<file path="src/rtl/instr_encoder_loader_if.sv">
// Field-tuple handshake and instruction-memory write port of the instruction encoder/loader.
// The loader uses the slave view; the field source / memory side uses the master view.
interface instr_encoder_loader_if #(
    parameter int ADDR_W = 10
);
    logic              fld_valid;
    logic              fld_ready;
    logic              fmt;
    logic [4:0]        opcode;
    logic [4:0]        dir_write;
    logic [4:0]        dir_reg_a;
    logic [4:0]        dir_reg_b;
    logic [15:0]       inm;
    logic              imem_stall;
    logic              imem_we;
    logic [ADDR_W-1:0] imem_addr;
    logic [31:0]       imem_wdata;

    modport slave (
        input  fld_valid, fmt, opcode, dir_write, dir_reg_a, dir_reg_b, inm, imem_stall,
        output fld_ready, imem_we, imem_addr, imem_wdata
    );

    modport master (
        output fld_valid, fmt, opcode, dir_write, dir_reg_a, dir_reg_b, inm, imem_stall,
        input  fld_ready, imem_we, imem_addr, imem_wdata
    );
endinterface

</file>
<file path="src/rtl/instr_encoder_loader.sv">
// Packs instruction fields into 32-bit words and streams them into instruction memory from a
// base address through a small FIFO. Define PACK_CHECK_EN to replace illegal opcodes with NOPs.
module instr_encoder_loader #(
    parameter int ADDR_W      = 10,
    parameter int FIFO_DEPTH  = 4,
    parameter int NUM_OPCODES = 20
) (
    input  logic                  clk,
    input  logic                  rst_n,
    input  logic                  start,
    input  logic [ADDR_W-1:0]     base_addr,
    input  logic [ADDR_W-1:0]     len,
    output logic                  busy,
    output logic                  done,
    output logic [7:0]            err_cnt,
    instr_encoder_loader_if.slave bus
);
    localparam int PTR_W = (FIFO_DEPTH > 1) ? $clog2(FIFO_DEPTH) : 1;
    localparam int CNT_W = PTR_W + 1;

    localparam logic [1:0] ST_IDLE = 2'd0;
    localparam logic [1:0] ST_LOAD = 2'd1;
    localparam logic [1:0] ST_DONE = 2'd2;

    if (FIFO_DEPTH < 2 || (FIFO_DEPTH & (FIFO_DEPTH - 1)) != 0) begin : g_bad_depth
        $error("FIFO_DEPTH must be a power of two and at least 2");
    end
    if (NUM_OPCODES < 1 || NUM_OPCODES > 32) begin : g_bad_num_opcodes
        $error("NUM_OPCODES must lie in 1..32");
    end

    function automatic logic [31:0] pack_fields(
        input logic        f,
        input logic [4:0]  op,
        input logic [4:0]  wr,
        input logic [4:0]  ra,
        input logic [4:0]  rb,
        input logic [15:0] imm
    );
        if (f) pack_fields = {op, wr, ra, 1'b0, imm};
        else   pack_fields = {op, wr, ra, rb, 12'h000};
    endfunction

    logic [1:0]        state_q,      state_d;
    logic [ADDR_W-1:0] base_q,       base_d;
    logic [ADDR_W-1:0] len_q,        len_d;
    logic [ADDR_W-1:0] acc_cnt_q,    acc_cnt_d;
    logic [ADDR_W-1:0] wr_cnt_q,     wr_cnt_d;
    logic [PTR_W-1:0]  rd_ptr_q,     rd_ptr_d;
    logic [PTR_W-1:0]  wr_ptr_q,     wr_ptr_d;
    logic [CNT_W-1:0]  count_q,      count_d;
    logic              imem_we_q,    imem_we_d;
    logic [ADDR_W-1:0] imem_addr_q,  imem_addr_d;
    logic [31:0]       imem_wdata_q, imem_wdata_d;
    logic [31:0]       fifo_mem_q [FIFO_DEPTH];
    logic [31:0]       fifo_mem_d [FIFO_DEPTH];

    logic        fifo_full;
    logic        fifo_empty;
    logic        push;
    logic        pop;
    logic [31:0] packed_word;

    assign fifo_full  = (count_q == CNT_W'(FIFO_DEPTH));
    assign fifo_empty = (count_q == '0);

    // A full FIFO refuses new tuples even when a pop happens in the same cycle.
    assign bus.fld_ready = (state_q == ST_LOAD) && !fifo_full && (acc_cnt_q < len_q);
    assign push          = bus.fld_valid && bus.fld_ready;
    assign pop           = (state_q == ST_LOAD) && !fifo_empty && !bus.imem_stall;

`ifdef PACK_CHECK_EN
    logic       opc_illegal;
    logic [7:0] err_cnt_q, err_cnt_d;

    assign opc_illegal = (int'(bus.opcode) >= NUM_OPCODES);
    assign packed_word = opc_illegal ? 32'h0000_0000
                       : pack_fields(bus.fmt, bus.opcode, bus.dir_write, bus.dir_reg_a,
                                     bus.dir_reg_b, bus.inm);

    always_comb begin
        err_cnt_d = err_cnt_q;
        if (state_q == ST_IDLE && start) begin
            err_cnt_d = 8'h00;
        end else if (push && opc_illegal && err_cnt_q != 8'hFF) begin
            err_cnt_d = err_cnt_q + 8'h01;
        end
    end

    always_ff @(posedge clk) begin
        if (!rst_n) err_cnt_q <= 8'h00;
        else        err_cnt_q <= err_cnt_d;
    end

    assign err_cnt = err_cnt_q;
`else
    assign packed_word = pack_fields(bus.fmt, bus.opcode, bus.dir_write, bus.dir_reg_a,
                                     bus.dir_reg_b, bus.inm);
    assign err_cnt     = 8'h00;
`endif

    always_comb begin
        state_d      = state_q;
        base_d       = base_q;
        len_d        = len_q;
        acc_cnt_d    = acc_cnt_q;
        wr_cnt_d     = wr_cnt_q;
        rd_ptr_d     = rd_ptr_q;
        wr_ptr_d     = wr_ptr_q;
        imem_we_d    = 1'b0;
        imem_addr_d  = imem_addr_q;
        imem_wdata_d = imem_wdata_q;
        fifo_mem_d   = fifo_mem_q;

        case (state_q)
            ST_IDLE: begin
                if (start) begin
                    base_d    = base_addr;
                    len_d     = len;
                    acc_cnt_d = '0;
                    wr_cnt_d  = '0;
                    state_d   = (len == '0) ? ST_DONE : ST_LOAD;
                end
            end
            ST_LOAD: begin
                // The strobe of the final word is on the bus now; finish after it.
                if (imem_we_q && wr_cnt_q == len_q) state_d = ST_DONE;
            end
            ST_DONE: state_d = ST_IDLE;
            default: state_d = ST_IDLE;
        endcase

        if (push) begin
            fifo_mem_d[wr_ptr_q] = packed_word;
            wr_ptr_d             = wr_ptr_q + PTR_W'(1);
            acc_cnt_d            = acc_cnt_q + ADDR_W'(1);
        end

        if (pop) begin
            imem_we_d    = 1'b1;
            imem_addr_d  = base_q + wr_cnt_q;
            imem_wdata_d = fifo_mem_q[rd_ptr_q];
            rd_ptr_d     = rd_ptr_q + PTR_W'(1);
            wr_cnt_d     = wr_cnt_q + ADDR_W'(1);
        end

        count_d = count_q + CNT_W'(push) - CNT_W'(pop);
    end

    always_ff @(posedge clk) begin
        if (!rst_n) begin
            state_q      <= ST_IDLE;
            base_q       <= '0;
            len_q        <= '0;
            acc_cnt_q    <= '0;
            wr_cnt_q     <= '0;
            rd_ptr_q     <= '0;
            wr_ptr_q     <= '0;
            count_q      <= '0;
            imem_we_q    <= 1'b0;
            imem_addr_q  <= '0;
            imem_wdata_q <= '0;
        end else begin
            state_q      <= state_d;
            base_q       <= base_d;
            len_q        <= len_d;
            acc_cnt_q    <= acc_cnt_d;
            wr_cnt_q     <= wr_cnt_d;
            rd_ptr_q     <= rd_ptr_d;
            wr_ptr_q     <= wr_ptr_d;
            count_q      <= count_d;
            imem_we_q    <= imem_we_d;
            imem_addr_q  <= imem_addr_d;
            imem_wdata_q <= imem_wdata_d;
        end
        fifo_mem_q <= fifo_mem_d;
    end

    assign bus.imem_we    = imem_we_q;
    assign bus.imem_addr  = imem_addr_q;
    assign bus.imem_wdata = imem_wdata_q;
    assign busy           = (state_q != ST_IDLE);
    assign done           = (state_q == ST_DONE);

endmodule
</file>
<file path="src/flat_wrapper.sv">
// flat-port wrapper written by rule: the top's interface ports become plain ports
module instr_encoder_loader_flat 
#(
    parameter int ADDR_W      = 10,
    parameter int FIFO_DEPTH  = 4,
    parameter int NUM_OPCODES = 20
)
  (clk, rst_n, start, base_addr, len, busy, done, err_cnt, bus_fld_valid, bus_fmt, bus_opcode, bus_dir_write, bus_dir_reg_a, bus_dir_reg_b, bus_inm, bus_imem_stall, bus_fld_ready, bus_imem_we, bus_imem_addr, bus_imem_wdata);
  instr_encoder_loader_if #(.ADDR_W(ADDR_W)) bus_i ();
  input  logic clk;
  input  logic rst_n;
  input  logic start;
  input  logic [ADDR_W-1:0] base_addr;
  input  logic [ADDR_W-1:0] len;
  output logic busy;
  output logic done;
  output logic [7:0] err_cnt;
  input wire logic [$bits(bus_i.fld_valid)-1:0] bus_fld_valid;
  input wire logic [$bits(bus_i.fmt)-1:0] bus_fmt;
  input wire logic [$bits(bus_i.opcode)-1:0] bus_opcode;
  input wire logic [$bits(bus_i.dir_write)-1:0] bus_dir_write;
  input wire logic [$bits(bus_i.dir_reg_a)-1:0] bus_dir_reg_a;
  input wire logic [$bits(bus_i.dir_reg_b)-1:0] bus_dir_reg_b;
  input wire logic [$bits(bus_i.inm)-1:0] bus_inm;
  input wire logic [$bits(bus_i.imem_stall)-1:0] bus_imem_stall;
  output wire logic [$bits(bus_i.fld_ready)-1:0] bus_fld_ready;
  output wire logic [$bits(bus_i.imem_we)-1:0] bus_imem_we;
  output wire logic [$bits(bus_i.imem_addr)-1:0] bus_imem_addr;
  output wire logic [$bits(bus_i.imem_wdata)-1:0] bus_imem_wdata;
  assign bus_i.fld_valid = bus_fld_valid;
  assign bus_i.fmt = bus_fmt;
  assign bus_i.opcode = bus_opcode;
  assign bus_i.dir_write = bus_dir_write;
  assign bus_i.dir_reg_a = bus_dir_reg_a;
  assign bus_i.dir_reg_b = bus_dir_reg_b;
  assign bus_i.inm = bus_inm;
  assign bus_i.imem_stall = bus_imem_stall;
  assign bus_fld_ready = bus_i.fld_ready;
  assign bus_imem_we = bus_i.imem_we;
  assign bus_imem_addr = bus_i.imem_addr;
  assign bus_imem_wdata = bus_i.imem_wdata;
  instr_encoder_loader #(.ADDR_W(ADDR_W), .FIFO_DEPTH(FIFO_DEPTH), .NUM_OPCODES(NUM_OPCODES)) u_core (.clk(clk), .rst_n(rst_n), .start(start), .base_addr(base_addr), .len(len), .busy(busy), .done(done), .err_cnt(err_cnt), .bus(bus_i));
endmodule
</file>
<file path="config.mk">
export PLATFORM = sky130hd
export DESIGN_NAME = instr_encoder_loader_flat
export DESIGN_NICKNAME = d
export VERILOG_FILES = /design/src/rtl/instr_encoder_loader_if.sv /design/src/rtl/instr_encoder_loader.sv /design/src/flat_wrapper.sv
export SDC_FILE = /design/constraint.sdc
export NUM_CORES = 1
export LEC_CHECK = 0
export CORE_MARGIN = 8
export CORE_UTILIZATION = 60
export CTS_CLUSTER_DIAMETER = 200
export DETAILED_ROUTE_END_ITERATION = 7
export GPL_TIMING_DRIVEN = 0
export HOLD_SLACK_MARGIN = 0.12
export PLACE_DENSITY = 0.85
export SLEW_MARGIN = 20
export SYNTH_ARGS = -nofsm -noshare
export SYNTH_HDL_FRONTEND = slang
export SYNTH_SLANG_ARGS = --single-unit
</file>
<file path="constraint.sdc">
create_clock -name clk -period 4.44 [get_ports clk]
set_clock_uncertainty 0.05 [all_clocks]
set_input_delay 1.11 -clock clk [delete_from_list [all_inputs] [get_ports clk]]
set_output_delay 1.11 -clock clk [all_outputs]
set_load 0.01 [all_outputs]
</file>
; Word-level counts from Yosys, hierarchy flattened
; Index checks and enable logic that the tools add are counted.
[classes]
eq_ne = 6
mux = 16
bitwise = 2
n_lt_le_gt_ge = 4
add_sub_neg = 7
reduce_logical = 22
[ops]
columns = operator, count
row1 = 128-bit bitwise mux, 1
row2 = 32-bit 2-to-1 mux, 3
row3 = 32-bit binary-select mux with 2-bit select, 1
row4 = 32-bit demux with 2-bit select, 1
row5 = 10-bit 2-to-1 mux, 4
row6 = 10-bit by 1-bit adder with 10-bit output (second input constant), 2
row7 = 17-bit 2-to-1 mux, 1
row8 = 10-bit adder, 1
row9 = 10-bit equality test, 1
row10 = 10-bit logical NOT, 1
row11 = 10-bit less-than comparator, 1
row12 = 2-bit nonzero test, 5
row13 = 2-bit AND reduction, 4
row14 = 1-bit logical AND, 7
row15 = 3-bit >= comparator (second input constant), 2
row16 = 2-bit 2-to-1 mux, 3
row17 = 2-bit inverter with 3-bit output, 2
row18 = 2-bit by 1-bit adder with 2-bit output (second input constant), 2
row19 = 2-bit inequality test (second input constant), 2
row20 = 2-bit case mux with 2 select lines, 1
row21 = 3-bit by 1-bit adder with 3-bit output, 1
row22 = 3-bit equality test (second input constant), 1
row23 = 1-bit logical NOT, 3
row24 = 3-bit logical NOT, 1
row25 = 6 further kinds, 6
[word_totals]
word_cells = 72
register_bits = 220
out_inout_bits = 54

; Depth between registers and ports, before layout
; Gate-level depths: netlist of the first run.
[logic_depth]
ltp_word = 7
ltp_mapped = 14

; Worst setup path before layout of the first run
; No wires, ideal clock.
[synth_path]
path_type = in2reg
start = input bus_imem_stall
end = register u_core.count_q[2]
n_path_buf = 1
setup_time_ns = 0.115
setup_slack_ns = 1.144
t_arrival_ns = 3.131
required_ns = 4.275
stages = 11
cell_sequence = or3_1 -> inv_2 -> clkbuf_1 -> ha_1 -> inv_1 -> ha_1 -> inv_1 -> fa_1 -> xnor2_1 -> xnor2_1 -> and2_1
[synth_via]
elab_chain_len = 3
[synth_rtl]
columns = item, line_no
row1 = start: declaration, flat_wrapper.sv:25  ; input wire logic [$bits(bus_i.imem_stall)-1:0] bus_imem_stall;
row2 = 1-bit logical NOT, instr_encoder_loader.sv:70  ; assign pop = (state_q == ST_LOAD) && !fifo_empty && !bus.imem_stall;
row3 = 1-bit logical AND, instr_encoder_loader.sv:70
row4 = 3-bit by 1-bit subtractor with 3-bit output, instr_encoder_loader.sv:147  ; count_d = count_q + CNT_W'(push) - CNT_W'(pop);
row5 = end signal: assignment, instr_encoder_loader.sv:171  ; count_q <= count_d;
row6 = end: declaration, instr_encoder_loader.sv:51  ; logic [CNT_W-1:0] count_q, count_d;
; No other way between the ends.
; A chain may end at the register's enable or synchronous reset.

; Final worst setup path of the first run
[layout_path]
start = register u_core.len_q[4]
end = output bus_fld_ready
[layout_via]
elab_chain_len = 2
[layout_rtl]
columns = item, line_no
row1 = start: declaration, instr_encoder_loader.sv:46  ; logic [ADDR_W-1:0] len_q, len_d;
row2 = start signal: assignment, instr_encoder_loader.sv:166  ; len_q <= len_d;
row3 = 10-bit less-than comparator, instr_encoder_loader.sv:68  ; assign bus.fld_ready = (state_q == ST_LOAD) && !fifo_full && (acc_cnt_q < len_q);
row4 = 1-bit logical AND, instr_encoder_loader.sv:68
row5 = end: declaration, flat_wrapper.sv:26  ; output wire logic [$bits(bus_i.fld_ready)-1:0] bus_fld_ready;
; No other way between the ends.

==> out/results.ini, run 1 <==
[setup_path]
path_delay_family = compound AO/OA/AOI/OAI gates
critical_path.cell_chain = inv_1, ha_1, a21o_1, a211o_1, a41oi_1, o21a_1, clkdlybuf4s50_1
critPathLaunchType = register
crit_fanout = 3
path_buf_inv = 2
worstPathArrival_ns = 2.69
crit_type = register to output pin
r2r_cells = 14
slowest_delay_ns = 0.53
worst_r2r_startpoint = u_core.len_q[4]$_SDFFE_PN0P_
r2r_slack_ns = 1.18
worstReg2RegEnd = u_core.count_q[2]$_SDFF_PN0_
cp_data_required_time_ns = 3.28
endpoint_kind = output pin
critical-path-slowest-cell = clkdlybuf4s50_1

[layout]
diodes = 0
layout-drive-gt1-share_pct = 11.0
mostFrequentLayoutCell = nand2_1
final_cell_mix = 134 x nand2_1, 128 x edfxtp_1, 106 x clkdlybuf4s50_1
synthToLayoutAreaGrowth_pct = 24.0
fin_area_um2 = 11400
layout.nets = 971

[clocking]
clock_latency_ns = 0.52
clockRootBuffer = clkbuf_16
cts_tree = done
numClockSinks = 220
postCtsHoldBufs = 0
post_cts_resized = 0
post_cts.repair.setup_buffers = 0
cts_buffers = 23
path_clk_slew_ns = 0.06
htreeDepth = 1
clockBufferDepth = 3

[timing]
hold_ws_ns = 0.404
final.setup.tns_ns = 0
rsz0062_at_grt = no
finalSetupViolations = 0
fin_crit_sh_pct = 86.8
clock.fmax_ghz = 0.259
post-route-min-period_ns = 3.85
finalHoldViolations = 0
worst_pin_slew_ns = 0.720
drv_slew = 0
relSlewSlack_pct = 52.0

[synth]
ys.flop_type = edfxtp_1
ys_ff_latch = 220
syn_area_per_cell_um2 = 12.5
ys_warn_count = 0
synth_edf_count = 128
ys_seq_area_share_pct = 61.7
synthCells = 739
yosysUniqueCellTypes = 53
syn_area_um2 = 9220
synth.largest_area_cell = edfxtp_1
synthArstFlopShare_pct = 0
synth_area_leaders = edfxtp_1 42%, dfxtp_1 20%, mux4_2 7.8%
synth.top_cell.area_share_pct = 41.7

[run_status]
outcome = finished clean

[floorplan]
start_util_pct = 61.1
ioPinCount = 116
core_um2 = 15100
die_w_um = 140
dieHeight_um = 140
design.die.area_um2 = 19600
rows = 45

[drt]
num_vias = 6487
wl_per_cell_um = 20.7
drt_first_pass_iters = 6
routed_wl_um = 22500
drcViolationCount = 0
viasPerCell = 5.97
drt_iter0_drc = 577
antenna_left = 0

[grt]
antenna_found_initial = 0
grt.overflow.total = 0
grt.total_usage_pct = 22.6
grt_pass1_wl_um = 35100
grt_max_degree = 20
grt_pass1_vias = 6718

[min_path]
min_from = u_core.bus.imem_wdata[21]$_SDFFE_PN0P_
whs_path_depth = 2
min_to = u_core.bus.imem_wdata[21]$_SDFFE_PN0P_
hold_path_class = register to register

[power]
cellLeakagePower_nw = 3.97
vdd_drop_max_mv = 0.399
p_per_area_nw_per_um2 = 400

[placement]
placement.io_buffers = 106
placed_area_um2 = 10700
place.gp.congestion = 0.869
hpwlAfterDp_um = 15400

[job]
drv_cap = 0

## cell families after synthesis
family                   Yosys count  share of synthesized area [%]
AO/OA/AOI/OAI                    122                           8.16
XOR/XNOR                          25                           2.38
adder cells (fa/ha/maj)           28                           3.96
buffers and inverters             69                           3.33
flip-flops                       220                           61.7
multiplexers                      38                           8.52
other                              1                         0.0407
AND/OR/NAND/NOR                  236                           11.9
## layer usage
layer / global-route usage (%) / wire length (um)
met1: 25.5 / 8360
met2: 41.3 / 11700
met3: 4.83 / 1770
met4: 8.34 / 635
met5: 0 / 0
## worst register-to-register path: stages (launching register included)
cell and delay, ns:
dfxtp_1 0.39, inv_1 0.07, ha_1 0.29, a21o_1 0.17
a211o_1 0.29, a41oi_1 0.27, o211a_1 0.22, buf_6 0.15
buf_2 0.23, ha_1 0.18, inv_1 0.05, fa_1 0.37
xnor2_1 0.15, xnor2_1 0.12, and2_1 0.15
## cell type report
class	instances	area (um^2)
Timing Repair Buffer	110	1170
Inverter	21	78.8
Clock buffer	27	611
Multi-Input combinational cell	457	3260
Buffer	48	228
Tap cell	188	235
Clock inverter	15	166
Sequential cell	220	5690
Fill cell	929	3660
## state kept, by name (all words and copies together), names as in the netlist, 3 cells and up
signal / cells
u_core.wr_cnt_q: 10
u_core.acc_cnt_q: 10
u_core.len_q: 10
u_core.fifo_mem_q: 128
u_core.count_q: 3
u_core.base_q: 10
u_core.bus.imem_wdata: 32
u_core.bus.imem_addr: 10
## synth_stat cells (3+ instances only)
cell / n
nand2_1: 134
edfxtp_1: 128
dfxtp_1: 92
a21oi_1: 50
mux4_2: 32
clkbuf_1: 29
ha_1: 26
nor2_1: 24
a21boi_0: 23
and2_1: 23
xnor2_1: 20
inv_1: 19
o21ai_0: 18
and3_1: 11
nand3_1: 9
buf_2: 8
buf_4: 8
nand4_1: 6
nor2b_1: 6
o31ai_1: 6
and3b_1: 5
xor2_1: 5
mux2_2: 4
o211ai_1: 4
o21a_1: 4
a211oi_1: 3
nand4b_1: 3
or3_1: 3
or4_1: 3
## worst max-delay path by stage
stage,from,end,slack [ns],cells past startpoint
CTS,u_core.len_q[4]$_SDFFE_PN0P_,bus_fld_ready,0.59,7
global route,u_core.len_q[4]$_SDFFE_PN0P_,bus_fld_ready,0.48,7
global placement,bus_imem_stall,u_core.count_q[2]$_SDFF_PN0_,0.40,12
floorplan,bus_imem_stall,u_core.count_q[2]$_SDFF_PN0_,1.14,11
finish,u_core.len_q[4]$_SDFFE_PN0P_,bus_fld_ready,0.59,7
detailed placement,bus_imem_stall,u_core.count_q[2]$_SDFF_PN0_,0.27,12
## where the power goes
part	switching (mW)	internal (mW)	total (mW)	leakage (nW)
Combinational	0.192	0.178	0.370	1.68
Clock	0.797	1.17	1.96	0.381
Sequential	0.0321	2.21	2.24	1.91
Total	1.02	3.55	4.57	3.97
## through the flow
stage | std cells | util (%) | total power, mW | worst slack [ns]
after floorplan | 746 | - | 2.48 | 1.14
after global placement | 1040 | 69.9 | 2.62 | 0.395
after detailed placement | 1044 | 70.6 | 2.65 | 0.268
after CTS | 1086 | 75.8 | 4.59 | 0.590
after global routing | 1086 | 75.8 | 4.71 | 0.476
final | 1086 | 75.8 | 4.57 | 0.586
Note: power is estimated with default switching activity, not from simulation.
==> run 2: changes to the inputs <==
--- a/config.mk
+++ b/config.mk
@@ -6,12 +6,12 @@
 export NUM_CORES = 1
 export LEC_CHECK = 0
 export CORE_MARGIN = 8
-export CORE_UTILIZATION = 60
+export CORE_UTILIZATION = 55
 export CTS_CLUSTER_DIAMETER = 200
 export DETAILED_ROUTE_END_ITERATION = 7
 export GPL_TIMING_DRIVEN = 0
 export HOLD_SLACK_MARGIN = 0.12
-export PLACE_DENSITY = 0.85
+export PLACE_DENSITY = 0.79
 export SLEW_MARGIN = 20
 export SYNTH_ARGS = -nofsm -noshare
 export SYNTH_HDL_FRONTEND = slang
==> constraint.sdc (replaced) <==
create_clock -name clk -period 4.1 [get_ports clk]
set_clock_uncertainty 0.05 [all_clocks]
set_input_delay 1.025 -clock clk [delete_from_list [all_inputs] [get_ports clk]]
set_output_delay 1.025 -clock clk [all_outputs]
set_load 0.01 [all_outputs]
==> out/results.ini, run 2 (synthesis gave the netlist of run 1 again) <==
[run_status]
outcome = finished clean  ; unchanged

[floorplan]
dieHeight_um = 145  ; was 140 um
rows = 47  ; was 45
core_um2 = 16500  ; was 15,100 um^2
die_w_um = 145  ; was 140 um
start_util_pct = 56.0  ; was 61.1%
ioPinCount = 116  ; unchanged
design.die.area_um2 = 21200  ; was 19,600 um^2

[drt]
num_vias = 6140  ; was 6,487
drt_iter0_drc = 373  ; was 577
routed_wl_um = 20700  ; was 22,500 um
wl_per_cell_um = 18.5  ; was 20.7 um
antenna_left = 0  ; unchanged
viasPerCell = 5.49  ; was 5.97
drcViolationCount = 0  ; unchanged
drt_first_pass_iters = 5  ; was 6

[timing]
relSlewSlack_pct = 54.4  ; was 52.0%
finalHoldViolations = 0  ; unchanged
clock.fmax_ghz = 0.266
worst_pin_slew_ns = 0.678  ; was 0.720 ns
hold_ws_ns = 0.402  ; was 0.404 ns
fin_ws_ns = 0.335  ; was 0.586 ns
final.setup.tns_ns = 0  ; unchanged
rsz0062_at_grt = no  ; unchanged
finalSetupViolations = 0  ; unchanged
post-route-min-period_ns = 3.76
fin_crit_sh_pct = 91.8
drv_slew = 0  ; unchanged

[clocking]
cts_buffers = 24  ; was 23
clock_latency_ns = 0.52  ; about the same
clockRootBuffer = clkbuf_16  ; unchanged
clockBufferDepth = 3  ; unchanged
path_clk_slew_ns = 0.06  ; about the same
postCtsHoldBufs = 0  ; unchanged
post_cts_resized = 0  ; unchanged
numClockSinks = 220  ; unchanged
htreeDepth = 1  ; unchanged
cts_tree = done  ; unchanged
post_cts.repair.setup_buffers = 0  ; unchanged

[grt]
grt-busiest-layer = met2  ; unchanged
use_met1_pct = 24.0  ; was 25.5%
grt.total_usage_pct = 19.4  ; was 22.6%
grt.overflow.total = 0  ; unchanged
grt_pass1_wl_um = 33400  ; was 35,100 um
grt_pass1_vias = 6345  ; was 6,718
globalRouteMet3Util_pct = 4.42  ; was 4.83%
antenna_found_initial = 1  ; was 0
grt_max_degree = 28  ; was 20
grtUsageMet2_pct = 32.9  ; was 41.3%

[setup_path]
cp_data_required_time_ns = 3.02  ; was 3.28 ns
critPathLaunchType = register  ; unchanged
r2r_cells = 14  ; unchanged
crit_type = register to output pin  ; unchanged
crit_fanout = 3  ; unchanged
endpoint_kind = output pin  ; unchanged
worstPathArrival_ns = 2.69  ; about the same

[layout]
fillers = 1155  ; was 929
layout-drive-gt1-share_pct = 10.7  ; was 11.0%
top_register = u_core.fifo_mem_q  ; unchanged
largest_reg_flops = 128  ; unchanged
final_cell_mix = 134 x nand2_1, 128 x edfxtp_1, 106 x clkdlybuf4s50_1  ; unchanged
synthToLayoutAreaGrowth_pct = 24.0  ; about the same
mostFrequentLayoutCell = nand2_1  ; unchanged
layout.nets = 972  ; was 971
diodes = 0  ; unchanged

[min_path]
whs_path_depth = 2  ; unchanged
hold_path_class = register to register  ; unchanged

[placement]
hpwlAfterDp_um = 14400  ; was 15,400 um
place.gp.congestion = 0.847  ; was 0.869
placement.io_buffers = 106  ; unchanged
dp_worst_setup_slack_ns = 0.0953  ; was 0.268 ns

[job]
drv_cap = 0  ; unchanged

[power]
vdd_drop_max_mv = 0.432  ; was 0.399 mV
cellLeakagePower_nw = 3.95  ; was 3.97 nW
power.total_mw = 4.84  ; was 4.57 mW
p_per_area_nw_per_um2 = 424  ; was 400 nW/um^2

[run 2: layout make-up]
type                            count  area (um^2)  area share, %
Clock inverter                     12          113          0.985
Clock buffer                       31          637           5.57
Sequential cell                   220         5690           49.7
Buffer                             48          228           1.99
Timing Repair Buffer              110         1160           10.1
Multi-Input combinational cell    457         3260           28.5
Inverter                           21         78.8          0.690
Tap cell                          220          275           2.41
[run 2: critical path: stages (launching register included)]
cell and delay, ns:
dfxtp_1 0.38, inv_1 0.07, ha_1 0.30, a21o_1 0.18, a211o_1 0.28, a41oi_1 0.23
o21a_1 0.18, clkdlybuf4s50_1 0.53
[run 2: per-layer routing]
metal | routed length [um] | vias up
li1 | - | 2929
met1 | 8640 | 2970
met2 | 10000 | 193
met3 | 1380 | 46
met4 | 627 | 2
met5 | 14 | -
[run 2: final timing paths]
check,start,end,slack (ns)
worst max-delay path,u_core.len_q[4]$_SDFFE_PN0P_,bus_fld_ready,0.34
worst min-delay path,u_core.bus.imem_addr[2]$_SDFFE_PN0P_,u_core.bus.imem_addr[2]$_SDFFE_PN0P_,0.40
worst max register to register,u_core.len_q[4]$_SDFFE_PN0P_,u_core.count_q[2]$_SDFF_PN0_,0.90
worst min register to register,u_core.bus.imem_addr[2]$_SDFFE_PN0P_,u_core.bus.imem_addr[2]$_SDFFE_PN0P_,0.40
[run 2: report_power, final]
part           switching [mW]  internal (mW)
registers              0.0349           2.39
logic                   0.198          0.191
clock network           0.856           1.17
[run 2: metrics by stage]
| stage | utilization, % | cell area [um^2] | cells |
|---|---|---|---|
| after detailed placement | 64.9 | 10700 | 1076 |
| after global routing | 69.4 | 11400 | 1119 |
| after floorplan | - | 9240 | 746 |
| after CTS | 69.4 | 11400 | 1119 |
| final | 69.4 | 11400 | 1119 |
| after global placement | 64.3 | 10600 | 1072 |
==> run 3: changes to the inputs <==
--- a/config.mk
+++ b/config.mk
@@ -7,7 +7,7 @@
 export LEC_CHECK = 0
 export CORE_MARGIN = 8
 export CORE_UTILIZATION = 55
-export CTS_CLUSTER_DIAMETER = 200
+export CTS_CLUSTER_DIAMETER = 100
 export DETAILED_ROUTE_END_ITERATION = 7
 export GPL_TIMING_DRIVEN = 0
 export HOLD_SLACK_MARGIN = 0.12
==> results of run 3 <==
The final DEF is identical to that of run 2; final timing and power are the same.
